===== config.mk =====
export PLATFORM = sky130hd
export DESIGN_NAME = dvs_event_fifo_reader
export DESIGN_NICKNAME = d
export VERILOG_FILES = /design/src/rtl/dvs_event_fifo_reader.sv
export SDC_FILE = /design/constraint.sdc
export NUM_CORES = 1
export LEC_CHECK = 0
export CORE_MARGIN = 1.5
export CORE_UTILIZATION = 45
export CTS_BUF_LIST = sky130_fd_sc_hd__clkbuf_16
export CTS_CLUSTER_DIAMETER = 200
export CTS_CLUSTER_SIZE = 30
export DETAILED_ROUTE_END_ITERATION = 12
export HOLD_SLACK_MARGIN = 0.15
export PLACE_DENSITY = 0.73
export SKIP_CTS_REPAIR_TIMING = 1
export SYNTH_ARGS = -nofsm -noshare
export SYNTH_HDL_FRONTEND = slang
export SYNTH_SLANG_ARGS = --single-unit

===== constraint.sdc =====
create_clock -name clk -period 2.8 [get_ports clk]
set_input_delay 0.28 -clock clk [delete_from_list [all_inputs] [get_ports clk]]
set_output_delay 0.28 -clock clk [all_outputs]
set_load 0.005 [all_outputs]

===== src/rtl/dvs_event_fifo_reader.sv =====
// Multi-channel DVS event reader: round-robin over NUM_CH event FIFOs with req/grant
// handshake, bursted read strobes and a small FWFT output buffer tagged with the source channel.

package dvs_ravens_pkg;
  localparam int EVENT_BITS = 32;
endpackage

module dvs_event_fifo_reader #(
  parameter int NUM_CH     = 2,
  parameter int EVENT_BITS = dvs_ravens_pkg::EVENT_BITS,
  parameter int RD_LATENCY = 1,
  parameter int BURST_LEN  = 4,
  parameter int OUT_DEPTH  = 4,
  parameter int CH_BITS    = (NUM_CH > 1) ? $clog2(NUM_CH) : 1
) (
  input  logic                         clk,
  input  logic                         rst_n,
  input  logic [NUM_CH-1:0]            fifo_empty,
  input  logic [NUM_CH-1:0]            fifo_grant,
  input  logic [NUM_CH*EVENT_BITS-1:0] fifo_event,
  output logic [NUM_CH-1:0]            fifo_req,
  output logic [NUM_CH-1:0]            fifo_rd_en,
  output logic                         ev_valid,
  input  logic                         ev_ready,
  output logic [EVENT_BITS-1:0]        ev_data,
  output logic [CH_BITS-1:0]           ev_ch
);

  localparam int PTR_BITS   = $clog2(OUT_DEPTH);
  localparam int LAT_BITS   = (RD_LATENCY > 1) ? $clog2(RD_LATENCY) : 1;
  localparam int BURST_BITS = $clog2(BURST_LEN + 1);

  localparam logic [PTR_BITS:0]     DEPTH_VAL = (PTR_BITS + 1)'(OUT_DEPTH);
  localparam logic [LAT_BITS-1:0]   LAT_LAST  = LAT_BITS'(RD_LATENCY - 1);
  localparam logic [BURST_BITS-1:0] BURST_MAX = BURST_BITS'(BURST_LEN);

  typedef enum logic [2:0] {
    S_IDLE,
    S_REQ,
    S_READ_CTRL,
    S_READ,
    S_RELEASE
  } state_t;

  state_t                  r_state;
  logic [CH_BITS-1:0]      r_sel;
  logic [CH_BITS-1:0]      r_rr_ptr;
  logic [BURST_BITS-1:0]   r_burst_cnt;
  logic [LAT_BITS-1:0]     r_lat;
  logic [NUM_CH-1:0]       r_req;
  logic [NUM_CH-1:0]       r_rd_en;

  logic [PTR_BITS-1:0]     r_wr_ptr;
  logic [PTR_BITS-1:0]     r_rd_ptr;
  logic [PTR_BITS:0]       r_occ;
  logic [EVENT_BITS-1:0]   r_mem_data [OUT_DEPTH];
  logic [CH_BITS-1:0]      r_mem_ch   [OUT_DEPTH];

  logic                    w_found;
  logic [CH_BITS-1:0]      w_found_ch;
  logic [CH_BITS-1:0]      w_cand;
  logic [NUM_CH-1:0]       w_found_onehot;
  logic [NUM_CH-1:0]       w_sel_onehot;
  logic                    w_sel_empty;
  logic                    w_sel_grant;
  logic [EVENT_BITS-1:0]   w_sel_event;
  logic                    w_lat_last;
  logic                    w_push;
  logic                    w_pop;
  logic                    w_has_room;
  logic [PTR_BITS:0]       w_occ_after_push;
  logic                    w_room_after_push;
  logic                    w_continue;

  function automatic logic [CH_BITS-1:0] wrap_add(input logic [CH_BITS-1:0] base, input int off);
    int s;
    s = int'(base) + off;
    if (s >= NUM_CH) s = s - NUM_CH;
    return CH_BITS'(s);
  endfunction

  // Descending scan so the channel closest to rr_ptr is the one left standing.
  always_comb begin
    w_found    = 1'b0;
    w_found_ch = '0;
    w_cand     = '0;
    for (int i = NUM_CH - 1; i >= 0; i--) begin
      w_cand = wrap_add(r_rr_ptr, i);
      if (!fifo_empty[w_cand]) begin
        w_found    = 1'b1;
        w_found_ch = w_cand;
      end
    end
  end

  assign w_found_onehot = NUM_CH'(1) << w_found_ch;
  assign w_sel_onehot   = NUM_CH'(1) << r_sel;
  assign w_sel_empty    = fifo_empty[r_sel];
  assign w_sel_grant    = fifo_grant[r_sel];
  assign w_sel_event    = fifo_event[r_sel*EVENT_BITS +: EVENT_BITS];

  assign w_lat_last        = (r_lat == LAT_LAST);
  assign w_push            = (r_state == S_READ) && w_lat_last;
  assign w_pop             = ev_valid && ev_ready;
  assign w_has_room        = (r_occ < DEPTH_VAL);
  assign w_occ_after_push  = r_occ + 1'b1 - {{PTR_BITS{1'b0}}, w_pop};
  assign w_room_after_push = (w_occ_after_push < DEPTH_VAL);
  assign w_continue        = (r_burst_cnt < BURST_MAX) && w_sel_grant && !w_sel_empty
                             && w_room_after_push;

  // Request and strobe are registered alongside the state, so grant never reaches them combinationally.
  always_ff @(posedge clk or negedge rst_n) begin
    if (!rst_n) begin
      r_state     <= S_IDLE;
      r_sel       <= '0;
      r_rr_ptr    <= '0;
      r_burst_cnt <= '0;
      r_lat       <= '0;
      r_req       <= '0;
      r_rd_en     <= '0;
    end else begin
      r_rd_en <= '0;
      case (r_state)
        S_IDLE: begin
          if (w_found) begin
            r_sel   <= w_found_ch;
            r_req   <= w_found_onehot;
            r_state <= S_REQ;
          end
        end
        S_REQ: begin
          if (w_sel_empty) begin
            r_req   <= '0;
            r_state <= S_RELEASE;
          end else if (w_sel_grant && w_has_room) begin
            r_rd_en <= w_sel_onehot;
            r_state <= S_READ_CTRL;
          end
        end
        S_READ_CTRL: begin
          r_burst_cnt <= r_burst_cnt + 1'b1;
          r_lat       <= '0;
          r_state     <= S_READ;
        end
        S_READ: begin
          if (w_lat_last) begin
            r_lat <= '0;
            if (w_continue) begin
              r_rd_en <= w_sel_onehot;
              r_state <= S_READ_CTRL;
            end else begin
              r_req   <= '0;
              r_state <= S_RELEASE;
            end
          end else begin
            r_lat <= r_lat + 1'b1;
          end
        end
        S_RELEASE: begin
          r_rr_ptr    <= wrap_add(r_sel, 1);
          r_burst_cnt <= '0;
          r_state     <= S_IDLE;
        end
        default: begin
          r_req   <= '0;
          r_state <= S_IDLE;
        end
      endcase
    end
  end

  always_ff @(posedge clk or negedge rst_n) begin
    if (!rst_n) begin
      r_wr_ptr <= '0;
      r_rd_ptr <= '0;
      r_occ    <= '0;
    end else begin
      if (w_push) r_wr_ptr <= r_wr_ptr + 1'b1;
      if (w_pop)  r_rd_ptr <= r_rd_ptr + 1'b1;
      case ({w_push, w_pop})
        2'b10:   r_occ <= r_occ + 1'b1;
        2'b01:   r_occ <= r_occ - 1'b1;
        default: r_occ <= r_occ;
      endcase
    end
  end

  // Storage carries no reset; the head is masked while the buffer is empty.
  always_ff @(posedge clk) begin
    if (w_push) begin
      r_mem_data[r_wr_ptr] <= w_sel_event;
      r_mem_ch[r_wr_ptr]   <= r_sel;
    end
  end

  assign fifo_req   = r_req;
  assign fifo_rd_en = r_rd_en;
  assign ev_valid   = (r_occ != '0);
  assign ev_data    = ev_valid ? r_mem_data[r_rd_ptr] : '0;
  assign ev_ch      = ev_valid ? r_mem_ch[r_rd_ptr] : '0;

endmodule


======== Word-level counts from Yosys, hierarchy flattened ========
Memory sizes are Yosys's and may differ from the RTL's.
Cells that the tools add are included.
Widths: inputs -> output; s select.
operators by class
  mux-type cells .......................... 39
  reductions and logical operators ........ 16
  shift-type cells ........................ 3
  $lt $le $gt $ge ......................... 9
  $add $sub $neg .......................... 12
  bitwise gates (word level) .............. 2
  eq/ne operators ......................... 11
operator list
  cell                 count
  $shiftx 64x7->32     1
  $mux 32              1
  $mux 1               19
  $mux 2               8
  $mux 3               5
  $pmux 3 s2           2
  $pmux 3 s4           1
  $lt 3x3->1 const B   3
  $ne 2x2->1 const B   4
  $pmux 2 s4           1
  $add 3x1->3 const B  2
  $eq 3x2->1 const B   2
  $logic_and 1x1->1    6
  $lt 1x2->1 const B   3
  $reduce_bool 2->1    3
  $reduce_and 5->1     1
  $add 1x1->2 const B  2
  $add 2x1->2 const B  2
  $ge 2x2->1 const B   2
  $pmux 2 s2           1
  $shl 1x1->2 const A  2
  $eq 3x1->1 const B   1
  $eq 3x3->1 const B   1
  $logic_not 3->1      1
  other kinds (15)     18
word-level totals
  word-level logic and storage cells ...... 104
  bits in registers ....................... 20
  memories ................................ 2
  RAM bits ................................ 132
  input bits .............................. 71
  output and inout bits ................... 38
memories
  name        depth  bits a word  read ports  clocked after memory_dff  write ports  line  RTL
  r_mem_data  4      32           1           0                         1            56    logic [EVENT_BITS-1:0] r_mem_data [OUT_DEPTH];
  r_mem_ch    4      1            1           0                         1            57    logic [CH_BITS-1:0] r_mem_ch [OUT_DEPTH];

======== Longest topological paths before layout ========
  word-level depth ........................ 10
  depth in mapped cells ................... 8
  depth with buffers taken out ............ 8

======== Worst setup path after synthesis ========
OpenSTA, ideal clock, no wires.
  path type ............................... register to register
  start ................................... register r_state[2]
  end ..................................... memory r_mem_ch[0] (netlist name) (enable)
  setup time .............................. 0.393 ns
  cell stages (with the launch flop) ...... 5
  setup slack ............................. 0.693 ns
  data arrival time ....................... 1.714 ns
  buffers on the path ..................... 1
  required time ........................... 2.407 ns
  cells stage by stage .................... dfrtp_1 buf_4 nand2b_4 nor2_1 and2_1
on the way
  cells in the longest elaborated chain, start to end .. 4
RTL lines
  element                       line  RTL
  start: declaration            45    state_t r_state;
  start signal: assignment      114   r_state <= S_IDLE;
  start signal: assignment      128   r_state <= S_REQ;
  start signal: assignment      134   r_state <= S_RELEASE;
  $eq 3x2->1                    103   assign w_push = (r_state == S_READ) && w_lat_last;
  $logic_and 1x1->1             103
  $mux 1                        190   if (w_push) begin
  $mux 1 (implied by the code)  192   r_mem_ch[r_wr_ptr] <= r_sel;
  end: declaration              57
No other way between the ends.

======== Worst setup path in the final report ========
  start ................................... register r_rd_ptr[0]
  end ..................................... output ev_data[15]
on the way
  cells in the longest elaborated chain, start to end .. 2
RTL lines
  element                   line  RTL
  start: declaration        54    logic [PTR_BITS-1:0] r_rd_ptr;
  start signal: assignment  179   if (w_pop) r_rd_ptr <= r_rd_ptr + 1'b1;
  $mem_v2 4x32              -
  $mux 32                   199   assign ev_data = ev_valid ? r_mem_data[r_rd_ptr] : '0;
  end: declaration          25    output logic [EVENT_BITS-1:0] ev_data,
No other way between the ends.

==> impl_metrics.ini <==
[status]
status = finished, final reports clean

[logic_synthesis]
ys.warnings.count = 0
synth_most_common_cell = edfxtp_1
syn_area_sq_mm = 0.006474
yosys-top-cells-area = edfxtp_1 61%, mux4_2 11%, dfrtp_1 7.3%
synth_top_area_share_pct = 61.23
seq_area_frac_synth_pct = 68.57
synth_edf_count = 132
ys_ff_latch = 151
syn_nets = 440
async_flop_share_pct = 12.58
postSynthAreaPerCell_sq_um = 17.98
yosys-top-cells-count = 132 x edfxtp_1, 38 x and2_1, 33 x mux2_2, 33 x mux4_2, 19 x dfrtp_1
synth_area_leader_cell = edfxtp_1
synth_ff_type = edfxtp_1
syn_inst = 360
yosysUniqueCellTypes = 41

[place]
dp.cells = 643
io_buffers = 108
routabilityCongestion = 0.7614
placed_area_sq_mm = 0.007836
dpl.hpwl_mm = 8.110

[layout]
stdcell_count = 676
final_nets = 563
fin_area_sq_mm = 0.008427
drive_gt1_share_pct = 24.40
final.fill_count = 1061
diodes = 0
area_delta_synth_final_pct = 30.17

[worst_setup_path]
critPathArrivalTime_ns = 2.39
end_kind = output pin
crit_fanout = 14
setup.worst_path.start_class = flip-flop
cp.required_ns = 2.52
critPathKind = reg -> out

[detailed_routing]
via_per_inst = 5.300
dr.pass1.iters = 4
via_count = 3583
wl_mm = 12.65
post-route-drc-count = 0
wl_per_cell_microns = 18.71
drt_iter0_drc = 259
postRouteAntennaNets = 0

[clock_tree]
clk_path_buf_depth = 2
clock_sinks = 151
htreeDepth = 4
clk_pin_slew_worst_paths_ns = 0.06
cts-root-buf = clkbuf_16
cts_buffers = 17
cts_tree = yes
clk_latency_ns = 0.42

[grt]
grt.total_usage_pct = 17.90
grt_max_degree = 29
grt_pass1_wl_mm = 19.42
antenna_found_initial = 0
grt_pass1_vias = 3664
grt_overflow_total = 0

[floorplan]
dieWidth_microns = 122.9
initial_utilization_pct = 46.28
pin_count = 109
core_area_sq_mm = 0.01399
row_count = 43
dieArea_sq_mm = 0.01511
fp.dieH_microns = 122.9

[hold_path]
hold_path.class = in -> async

[timing]
finalSetupViolCount = 0
drv_slew = 0
worst-slew-pin-transition_ns = 0.9031
max_clock_freq_mhz = 374.0
fin_crit_sh_pct = 95.50
grt_setup_unrepaired = false
hold_viol = 0
slew_headroom_pct = 39.60
fin_setup_tns_ns = 0
fin_skew_ns = 0.007069
final.min_clock_period_ns = 2.674

[power]
vdd_drop_max_v = 0.0005102
power-per-cell-area_mw_per_mm2 = 976.3
p_leak_nw = 2.894

[job]
drv_cap = 0
-- report_power, final --
group          switching [mW]  internal [mW]  total [mW]  leakage, nW
registers               0.300           2.83        3.13         1.42
logic                    1.17           1.77        2.94         1.19
clock network           0.858           1.30        2.15        0.277
-- logic make-up after synthesis --
family          after synthesis  share of synthesized area, %
fa+ha+maj                     9                         1.739
flops                       151                         68.57
simple gates                 68                         6.204
buf+inv                      28                         1.933
compound gates               27                         2.764
mux                          70                         17.84
xor+xnor                      7                        0.9471
-- worst max-delay path, cell delays in order (launching register included) --
cell	delay [ns]
dfrtp_2	0.57
clkbuf_16	0.28
mux4_2	0.52
and2_1	0.17
clkdlybuf4s50_1	0.43
-- final timing paths --
path	slack [ns]	cells after the start	startpoint	endpoint
min in group clk	0.53	2	r_occ[1]	r_occ[1]
max reg2reg	0.54	4	r_state[1]	r_mem_data[1][26]
min reg2reg	0.53	2	r_occ[1]	r_occ[1]
min	0.37	1	rst_n	r_state[2]
max in group asynchronous	1.81	1	rst_n	r_rd_ptr[1]
max	0.13	4	r_rd_ptr[0]	ev_data[15]
-- registers in the layout, indices dropped and copies added (netlist names) --
signal and count:
r_occ 3, fifo_rd_en 2, r_sel 1, r_wr_ptr 2
r_rd_ptr 2, r_mem_data 128, fifo_req 2, r_mem_ch 4
r_state 3, r_rr_ptr 1, r_burst_cnt 3
-- metal layers --
metal / track usage (%) / up-vias / routed length [microns]
li1: - / 1646 / -
met1: 22.13 / 1797 / 5391
met2: 30.35 / 129 / 6339
met3: 5.166 / 11 / 766
met4: 6.032 / 0 / 149
met5: 0 / - / 0
-- placed cells by master (no fill, tap or decap), types with 10 or more instances in the layout --
cell and count:
edfxtp_1 132, clkdlybuf4s50_1 108, and2_1 34, mux4_2 33
mux2_2 33, clkbuf_16 18, dfrtp_1 16, inv_1 12
nand2_1 10, buf_4 10
-- final cells by class --
type / instances / area, sq um / share of cell area (%)
clock inverters: 15 / 140.1 / 1.663
clock buffers: 17 / 425.4 / 5.048
multi-input cells: 181 / 1914 / 22.72
inverters: 10 / 37.54 / 0.4454
flip-flops and latches: 151 / 4443 / 52.72
well taps: 180 / 225.2 / 2.673
repair buffers: 122 / 1241 / 14.73
-- through the flow --
step	hold slack (ns)	worst slack (ns)	total power, mW	util (%)
after floorplan	-0.01559	0.6926	4.826	-
after global placement	0.4832	0.5250	5.998	56.02
after detailed placement	0.5080	0.4950	6.096	56.02
after CTS	0.4032	0.03571	8.263	60.06
after global routing	0.4473	0.009712	8.677	60.24
final	0.3711	0.1261	8.228	60.24
Note: power is estimated with default switching activity, not from simulation.
